<file path="config.mk">
export PLATFORM = sky130hd
export DESIGN_NAME = rx_uart_param
export DESIGN_NICKNAME = d
export VERILOG_FILES = /design/src/rtl/rx_uart_param.sv
export SDC_FILE = /design/constraint.sdc
export NUM_CORES = 1
export LEC_CHECK = 0
export ABC_AREA = 1
export CAP_MARGIN = 20
export CORE_AREA = 2 2 104 106
export DETAILED_ROUTE_END_ITERATION = 10
export DIE_AREA = 0 0 106 108
export PLACE_DENSITY = 0.58
export SLEW_MARGIN = 20
export SYNTH_ARGS = -nofsm -noshare
export SYNTH_HDL_FRONTEND = slang
export SYNTH_SLANG_ARGS = --single-unit
</file>
<file path="constraint.sdc">
create_clock -name clk -period 4.9 [get_ports clk]
set_input_delay 0.98 -clock clk [delete_from_list [all_inputs] [get_ports clk]]
set_output_delay 0.98 -clock clk [all_outputs]
set_load 0.01 [all_outputs]
</file>
<file path="src/rtl/rx_uart_param.sv">
// Parametrised UART receiver with majority-vote sampling,
// optional parity, 1/2 stop bits, receive FIFO and sticky errors.
module rx_uart_param #(
    parameter int DATA_BITS  = 8,
    parameter int OVERSAMPLE = 16,
    parameter int PARITY_EN  = 0,
    parameter int PARITY_ODD = 0,
    parameter int STOP_BITS  = 1,
    parameter int FIFO_DEPTH = 4
) (
    input  logic                          clk,
    input  logic                          rst,
    input  logic                          brg_en,
    input  logic                          rxd,
    input  logic                          rd_en,
    input  logic                          clear_err,
    output logic [DATA_BITS-1:0]          rx_data,
    output logic                          rda,
    output logic [$clog2(FIFO_DEPTH):0]   fifo_count,
    output logic                          framing_err,
    output logic                          parity_err,
    output logic                          overrun
);

    localparam int AW = $clog2(FIFO_DEPTH);
    localparam int CW = $clog2(OVERSAMPLE + 1);
    localparam int BW = $clog2(DATA_BITS + 1);

    localparam logic [2:0] S_IDLE   = 3'd0;
    localparam logic [2:0] S_START  = 3'd1;
    localparam logic [2:0] S_DATA   = 3'd2;
    localparam logic [2:0] S_PARITY = 3'd3;
    localparam logic [2:0] S_STOP   = 3'd4;

    logic                 r_sync1;
    logic                 r_sync2;
    logic [2:0]           r_state;
    logic [CW-1:0]        r_cnt;
    logic [CW-1:0]        r_ones;
    logic [BW-1:0]        r_bitn;
    logic [DATA_BITS-1:0] r_shift;
    logic                 r_bad_frame;
    logic                 r_bad_par;
    logic                 r_commit;

    logic [DATA_BITS-1:0] r_mem [FIFO_DEPTH];
    logic [AW-1:0]        r_wptr;
    logic [AW-1:0]        r_rptr;
    logic [AW:0]          r_count;

    logic [CW-1:0]        w_cnt_nxt;
    logic [CW-1:0]        w_ones_nxt;
    logic                 w_bit_done;
    logic                 w_bit;
    logic                 w_commit_ok;
    logic                 w_full;
    logic                 w_pop;
    logic                 w_push;
    logic                 w_ovr;

    assign w_cnt_nxt   = r_cnt + 1'b1;
    assign w_ones_nxt  = r_ones + {{(CW-1){1'b0}}, r_sync2};
    assign w_bit_done  = (w_cnt_nxt == CW'(OVERSAMPLE));
    assign w_bit       = (w_ones_nxt > CW'(OVERSAMPLE / 2));

    assign w_commit_ok = r_commit && !r_bad_frame && !r_bad_par;
    assign w_full      = (r_count == (AW+1)'(FIFO_DEPTH));
    assign w_pop       = rd_en && (r_count != '0);
    assign w_push      = w_commit_ok && (!w_full || w_pop);
    assign w_ovr       = w_commit_ok && w_full && !w_pop;

    assign rda         = (r_count != '0);
    assign fifo_count  = r_count;
    assign rx_data     = rda ? r_mem[r_rptr] : '0;

    // Two-flop synchroniser for the asynchronous line (idle high)
    always_ff @(posedge clk) begin
        if (rst) begin
            r_sync1 <= 1'b1;
            r_sync2 <= 1'b1;
        end else begin
            r_sync1 <= rxd;
            r_sync2 <= r_sync1;
        end
    end

    // Frame FSM: majority-vote each bit, then commit one clock after the last stop bit
    always_ff @(posedge clk) begin
        if (rst) begin
            r_state     <= S_IDLE;
            r_cnt       <= '0;
            r_ones      <= '0;
            r_bitn      <= '0;
            r_shift     <= '0;
            r_bad_frame <= 1'b0;
            r_bad_par   <= 1'b0;
            r_commit    <= 1'b0;
        end else if (r_commit) begin
            r_commit <= 1'b0;
            r_state  <= S_IDLE;
        end else if (brg_en) begin
            if (r_state == S_IDLE) begin
                if (!r_sync2) begin
                    r_state <= S_START;
                    r_cnt   <= CW'(1);
                    r_ones  <= '0;
                end
            end else if (!w_bit_done) begin
                r_cnt  <= w_cnt_nxt;
                r_ones <= w_ones_nxt;
            end else begin
                r_cnt  <= '0;
                r_ones <= '0;
                case (r_state)
                    S_START: begin
                        if (w_bit) begin
                            r_state <= S_IDLE;
                        end else begin
                            r_state     <= S_DATA;
                            r_bitn      <= '0;
                            r_bad_frame <= 1'b0;
                            r_bad_par   <= 1'b0;
                        end
                    end
                    S_DATA: begin
                        r_shift <= {w_bit, r_shift[DATA_BITS-1:1]};
                        if (r_bitn == BW'(DATA_BITS - 1)) begin
                            r_bitn  <= '0;
                            r_state <= (PARITY_EN != 0) ? S_PARITY : S_STOP;
                        end else begin
                            r_bitn <= r_bitn + 1'b1;
                        end
                    end
                    S_PARITY: begin
                        if ((w_bit ^ (^r_shift)) != 1'(PARITY_ODD))
                            r_bad_par <= 1'b1;
                        r_state <= S_STOP;
                    end
                    S_STOP: begin
                        if (!w_bit)
                            r_bad_frame <= 1'b1;
                        if (r_bitn == BW'(STOP_BITS - 1)) begin
                            r_bitn   <= '0;
                            r_commit <= 1'b1;
                        end else begin
                            r_bitn <= r_bitn + 1'b1;
                        end
                    end
                    default: r_state <= S_IDLE;
                endcase
            end
        end
    end

    // Receive FIFO storage; no reset needed, contents gated by count
    always_ff @(posedge clk) begin
        if (w_push)
            r_mem[r_wptr] <= r_shift;
    end

    // FIFO pointers and occupancy; simultaneous push and pop keeps count
    always_ff @(posedge clk) begin
        if (rst) begin
            r_wptr  <= '0;
            r_rptr  <= '0;
            r_count <= '0;
        end else begin
            if (w_push)
                r_wptr <= r_wptr + 1'b1;
            if (w_pop)
                r_rptr <= r_rptr + 1'b1;
            case ({w_push, w_pop})
                2'b10:   r_count <= r_count + 1'b1;
                2'b01:   r_count <= r_count - 1'b1;
                default: r_count <= r_count;
            endcase
        end
    end

    // Sticky error flags; a new error wins over clear_err
    always_ff @(posedge clk) begin
        if (rst) begin
            framing_err <= 1'b0;
            parity_err  <= 1'b0;
            overrun     <= 1'b0;
        end else begin
            framing_err <= (r_commit && r_bad_frame)
                        || (framing_err && !clear_err);
            parity_err  <= (r_commit && !r_bad_frame && r_bad_par)
                        || (parity_err && !clear_err);
            overrun     <= w_ovr || (overrun && !clear_err);
        end
    end

endmodule
</file>
# ---- Word-level counts from Yosys, hierarchy flattened
# Memory sizes are Yosys's and may differ from the RTL's. A register that Yosys moved wholly into a read port is not among the register bits.
# Cells that the tools add are included.
dict set report word_totals {
  reg_bits 40
  ram_bits 32
  in_bits 6
  out_inout_bits 15
  elab_cells 111
  n_memories 1
}
dict set report op_classes {
  add_sub_neg 7
  n_lt_le_gt_ge 1
  n_eq_ne 15
  mux 28
  bitwise 6
  reduce_logical 37
}
# memory depth width read_ports rd_ports_with_merged_regs wr line_no
set memory_table {}
lappend memory_table {r_mem 4 8 1 1 1 46} ;# logic [DATA_BITS-1:0] r_mem [FIFO_DEPTH];
# operator count
set op_table {}
lappend op_table {{$mux 5} 6}
lappend op_table {{$reduce_and 7->1} 2}
lappend op_table {{$mux 3} 4}
lappend op_table {{$mux 4} 3}
lappend op_table {{$pmux 3 s4} 1}
lappend op_table {{$pmux 4 s3} 1}
lappend op_table {{$logic_and 1x1->1} 11}
lappend op_table {{$ne 2x2->1 const B} 5}
lappend op_table {{$reduce_and 5->1} 2}
lappend op_table {{$mux 8} 1}
lappend op_table {{$reduce_bool 2->1} 4}
lappend op_table {{$reduce_xor 8->1} 1}
lappend op_table {{$eq 3x2->1 const B} 2}
lappend op_table {{$eq 3x3->1 const B} 2}
lappend op_table {{$mux 1} 6}
lappend op_table {{$mux 2} 3}
lappend op_table {{$pmux 3 s2} 1}
lappend op_table {{$reduce_and 6->1} 1}
lappend op_table {{$reduce_bool 3->1} 2}
lappend op_table {{$reduce_or 6->1} 1}
lappend op_table {{$add 5x1->5} 1}
lappend op_table {{$add 5x1->5 const B} 1}
lappend op_table {{$eq 5x5->1 const B} 1}
lappend op_table {{$gt 5x4->1 const B} 1}
lappend op_table {{other kinds (18)} 31}

# ---- Longest topological paths before layout
dict set report depth {
  depth_word 6
  mapped_depth 14
  depth_no_buf 14
}

# ---- Worst setup path after synthesis
# Ideal clock, no wire load.
dict set report synth_path {
  kind {reg2out}
  from {register (tool-made name)}
  to {output rx_data[5]}
  t_arrival_ns 1.276
  required_time_ns 3.920
  setup_slack_ns 2.644
  stages_incl_launch_ff 7
  n_path_buf 2
  path_cell_list {dfxtp_1 > clkbuf_1 > clkbuf_1 > nor2_1 > nor2_1 > o21ai_0 > a21oi_1}
}
# element line_no
set synth_rtl {}
lappend synth_rtl {{to (decl)} 17} ;# output logic [DATA_BITS-1:0] rx_data,

==> impl_metrics.tcl <==
set metrics [dict create \
    ys_ff_latch 74 \
    yosys.area.top_type_share 0.272 \
    clkTransAtPathRegs_ns 0.08 \
    dieArea_sq_um 11400 \
    place_hpwl_microns 4830 \
    slew_headroom 0.506 \
    switchingPower_mw 0.599 \
    critPathLaunchType "flip-flop" \
    worstSetupEndpointType "output pin" \
    setup_viol 0 \
    netlist_top_cells_area "edfxtp_1 (27%), dfxtp_1 (24%), nand2_1 (9.9%)" \
    final_nets 476 \
    outcome "finished clean" \
    wl_per_cell_microns 11.2 \
    clock_sinks 74 \
    switching_share 0.353 \
    finalCriticalPeriod_ns 3.06 \
    rr_startpoint "r_sync2$_SDFF_PP1_" \
    internal_power_mw 1.10 \
    syn_area_per_cell_sq_um 8.06 \
    place.gp.congestion 0.836 \
    netlist_instances 439 \
    htreeDepth 3 \
    grt_overflow_total 0 \
    fin_crit_sh 0.624 \
    ios 21 \
    drive_above_1_share 0.0989 \
    fmax_mhz 327 \
    finalMaxSlewViolations 0 \
    pwr-share-seq 0.435 \
    ctsHoldBuffers 0 \
    finalHoldViolations 0 \
    p_leak_nw 1.64 \
    synthArstFlopShare 0 \
    crit_fanout 17 \
    final_cell_mix "nand2_1 (93), nor2_1 (61), inv_1 (52)" \
    synth_top_flop_cell "dfxtp_1" \
    antenna_found_initial 0 \
    die_height_microns 108 \
    die_w_microns 106 \
    root_buffer "clkbuf_8" \
    ir_worst_vdd_v 0.000232 \
    clock_latency_ns 0.36 \
    layout_commonest_cell "nand2_1" \
    drt_iter0_drc 106 \
    cts_setup_buffers 0 \
    dr_total_vias 2757 \
    fp-row-count 37 \
    initial_utilization 0.346 \
    portBuffers 20 \
    powerDensity_nw_per_um2 417 \
    cp.required_ns 3.92 \
    core-area_sq_um 10200 \
    min_path_type "reg2reg" \
    max_cap_viol_count 0 \
    critical_path_class "reg2out" \
    synthToLayoutAreaGrowth_pct 15.0 \
    drc 0 \
    diodes 0 \
    synth_edf_count 32 \
    combPwrFrac 0.270 \
    finClkSkew_ns 0.00940 \
    totalWireLength_microns 6740 \
    layout_setup_ws_ns 1.84 \
    yosysWarnings 0 \
    grt_pass1_vias 2575 \
    yosysTopAreaCell "edfxtp_1" \
    syn-cell-area_sq_um 3540 \
    via_per_inst 4.59 \
    clock_path_buffers 2 \
    cts_buffers 9 \
    crit_arrival_ns 2.08 \
    rsz0062_at_grt "false" \
    num-fill-cells 1006 \
    fin_tns_setup_ns 0 \
    layoutNonFillerInstCount 601 \
    tritoncts "done" \
    min-delay-start "r_sync1$_SDFF_PP1_" \
    worstMarginPinSlew_ns 0.739 \
    grt_pass1_wl_microns 11500 \
    grt_max_degree 22 \
    first_pass_iters 4 \
    antenna_left 0 \
    dp_slack_ns 2.08 \
    place_inst 585 \
    synth.distinct_cells 34 \
    grt_util_all_layers 0.127 \
    cts_resized 0 \
    finalCoreUtilization 0.398 \
    p_clk_frac 0.295 \
    syn_nets 455 \
    yosysSeqAreaShare 0.509 \
]
## routing by layer
metal  GRT usage  up-vias  part of all wire
met5           0        -                 0
met4      0.0423        0             0.012
met3      0.0368       10             0.031
met2       0.214       36              0.47
met1       0.157     1245              0.49
li1            -     1466                 -
## synthesized netlist by cell type, types with 2 or more instances
cell / n
nand2_1: 93
a21oi_1: 42
ha_1: 9
o21ai_2: 2
inv_2: 6
or2_2: 2
nor2_1: 61
a21oi_2: 3
nand3_1: 15
nor2_2: 4
o21ai_1: 6
clkbuf_1: 6
edfxtp_1: 32
nand2_2: 6
clkinv_1: 2
nor4_1: 2
nor2_4: 2
nand4_1: 5
inv_1: 52
dfxtp_1: 42
nor3_1: 3
o21ai_0: 31
nor3_2: 2
## final timing paths
path / to / slack (ns) / cells after the start
max: rx_data[7] / 1.84 / 5
max reg2reg: r_bad_par$_SDFFE_PP0P_ / 2.85 / 8
min: r_sync2$_SDFF_PP1_ / 0.41 / 1
min reg2reg: r_sync2$_SDFF_PP1_ / 0.41 / 1
## critical path: stages, from the launching register on
cell and delay (ns):
dfxtp_1 0.68, nor2_1 0.13, nor2_1 0.10, o21ai_0 0.09
a21oi_1 0.17, clkdlybuf4s50_1 0.55
## sequential cells by signal, summed over array words and instances (netlist names), named ones only
signal,cells
r_cnt,5
r_ones,5
r_bad_par,1
r_rptr,2
r_state,3
r_shift,8
r_bad_frame,1
framing_err,1
parity_err,1
r_bitn,4
r_sync1,1
r_mem,32
fifo_count,3
overrun,1
r_sync2,1
r_commit,1
r_wptr,2
## power by group through the flow
stage / combinational (mW) / clock [mW] / sequential [mW]
floorplan: 0.334 / 0 / 0.731
global placement: 0.456 / 0 / 0.753
detailed placement: 0.460 / 0 / 0.752
CTS: 0.461 / 0.513 / 0.738
global route: 0.532 / 0.536 / 0.747
finish: 0.457 / 0.501 / 0.738
## kinds of logic after synthesis
group	synth area share
and+or+nand+nor	0.248
AOI/OAI and AO/OA	0.128
DFF	0.509
buffers and inverters	0.0771
adders and majority gates	0.0375
## metrics by stage
| step | instance area [sq um] | total power [mW] | hold WS (ns) |
|---|---|---|---|
| 3_3_place_gp | 3860 | 1.21 | 0.395 |
| 2_1_floorplan | 3540 | 1.06 | 0.389 |
| 5_1_grt | 4070 | 1.81 | 0.456 |
| 3_5_place_dp | 3860 | 1.21 | 0.392 |
| 6_report | 4070 | 1.70 | 0.413 |
| 4_1_cts | 4070 | 1.71 | 0.413 |
## cell type report
cell class                      count  area [sq um]  share of cell area
Clock buffer                        9           124              0.0304
Clock inverter                      7          83.8              0.0206
Inverter                           60           225              0.0554
Multi-Input combinational cell    295          1460               0.360
Sequential cell                    74          1800               0.443
Tap cell                          136           170              0.0418
Timing Repair Buffer               20           200              0.0492
Power figures use the tool's default switching activity.
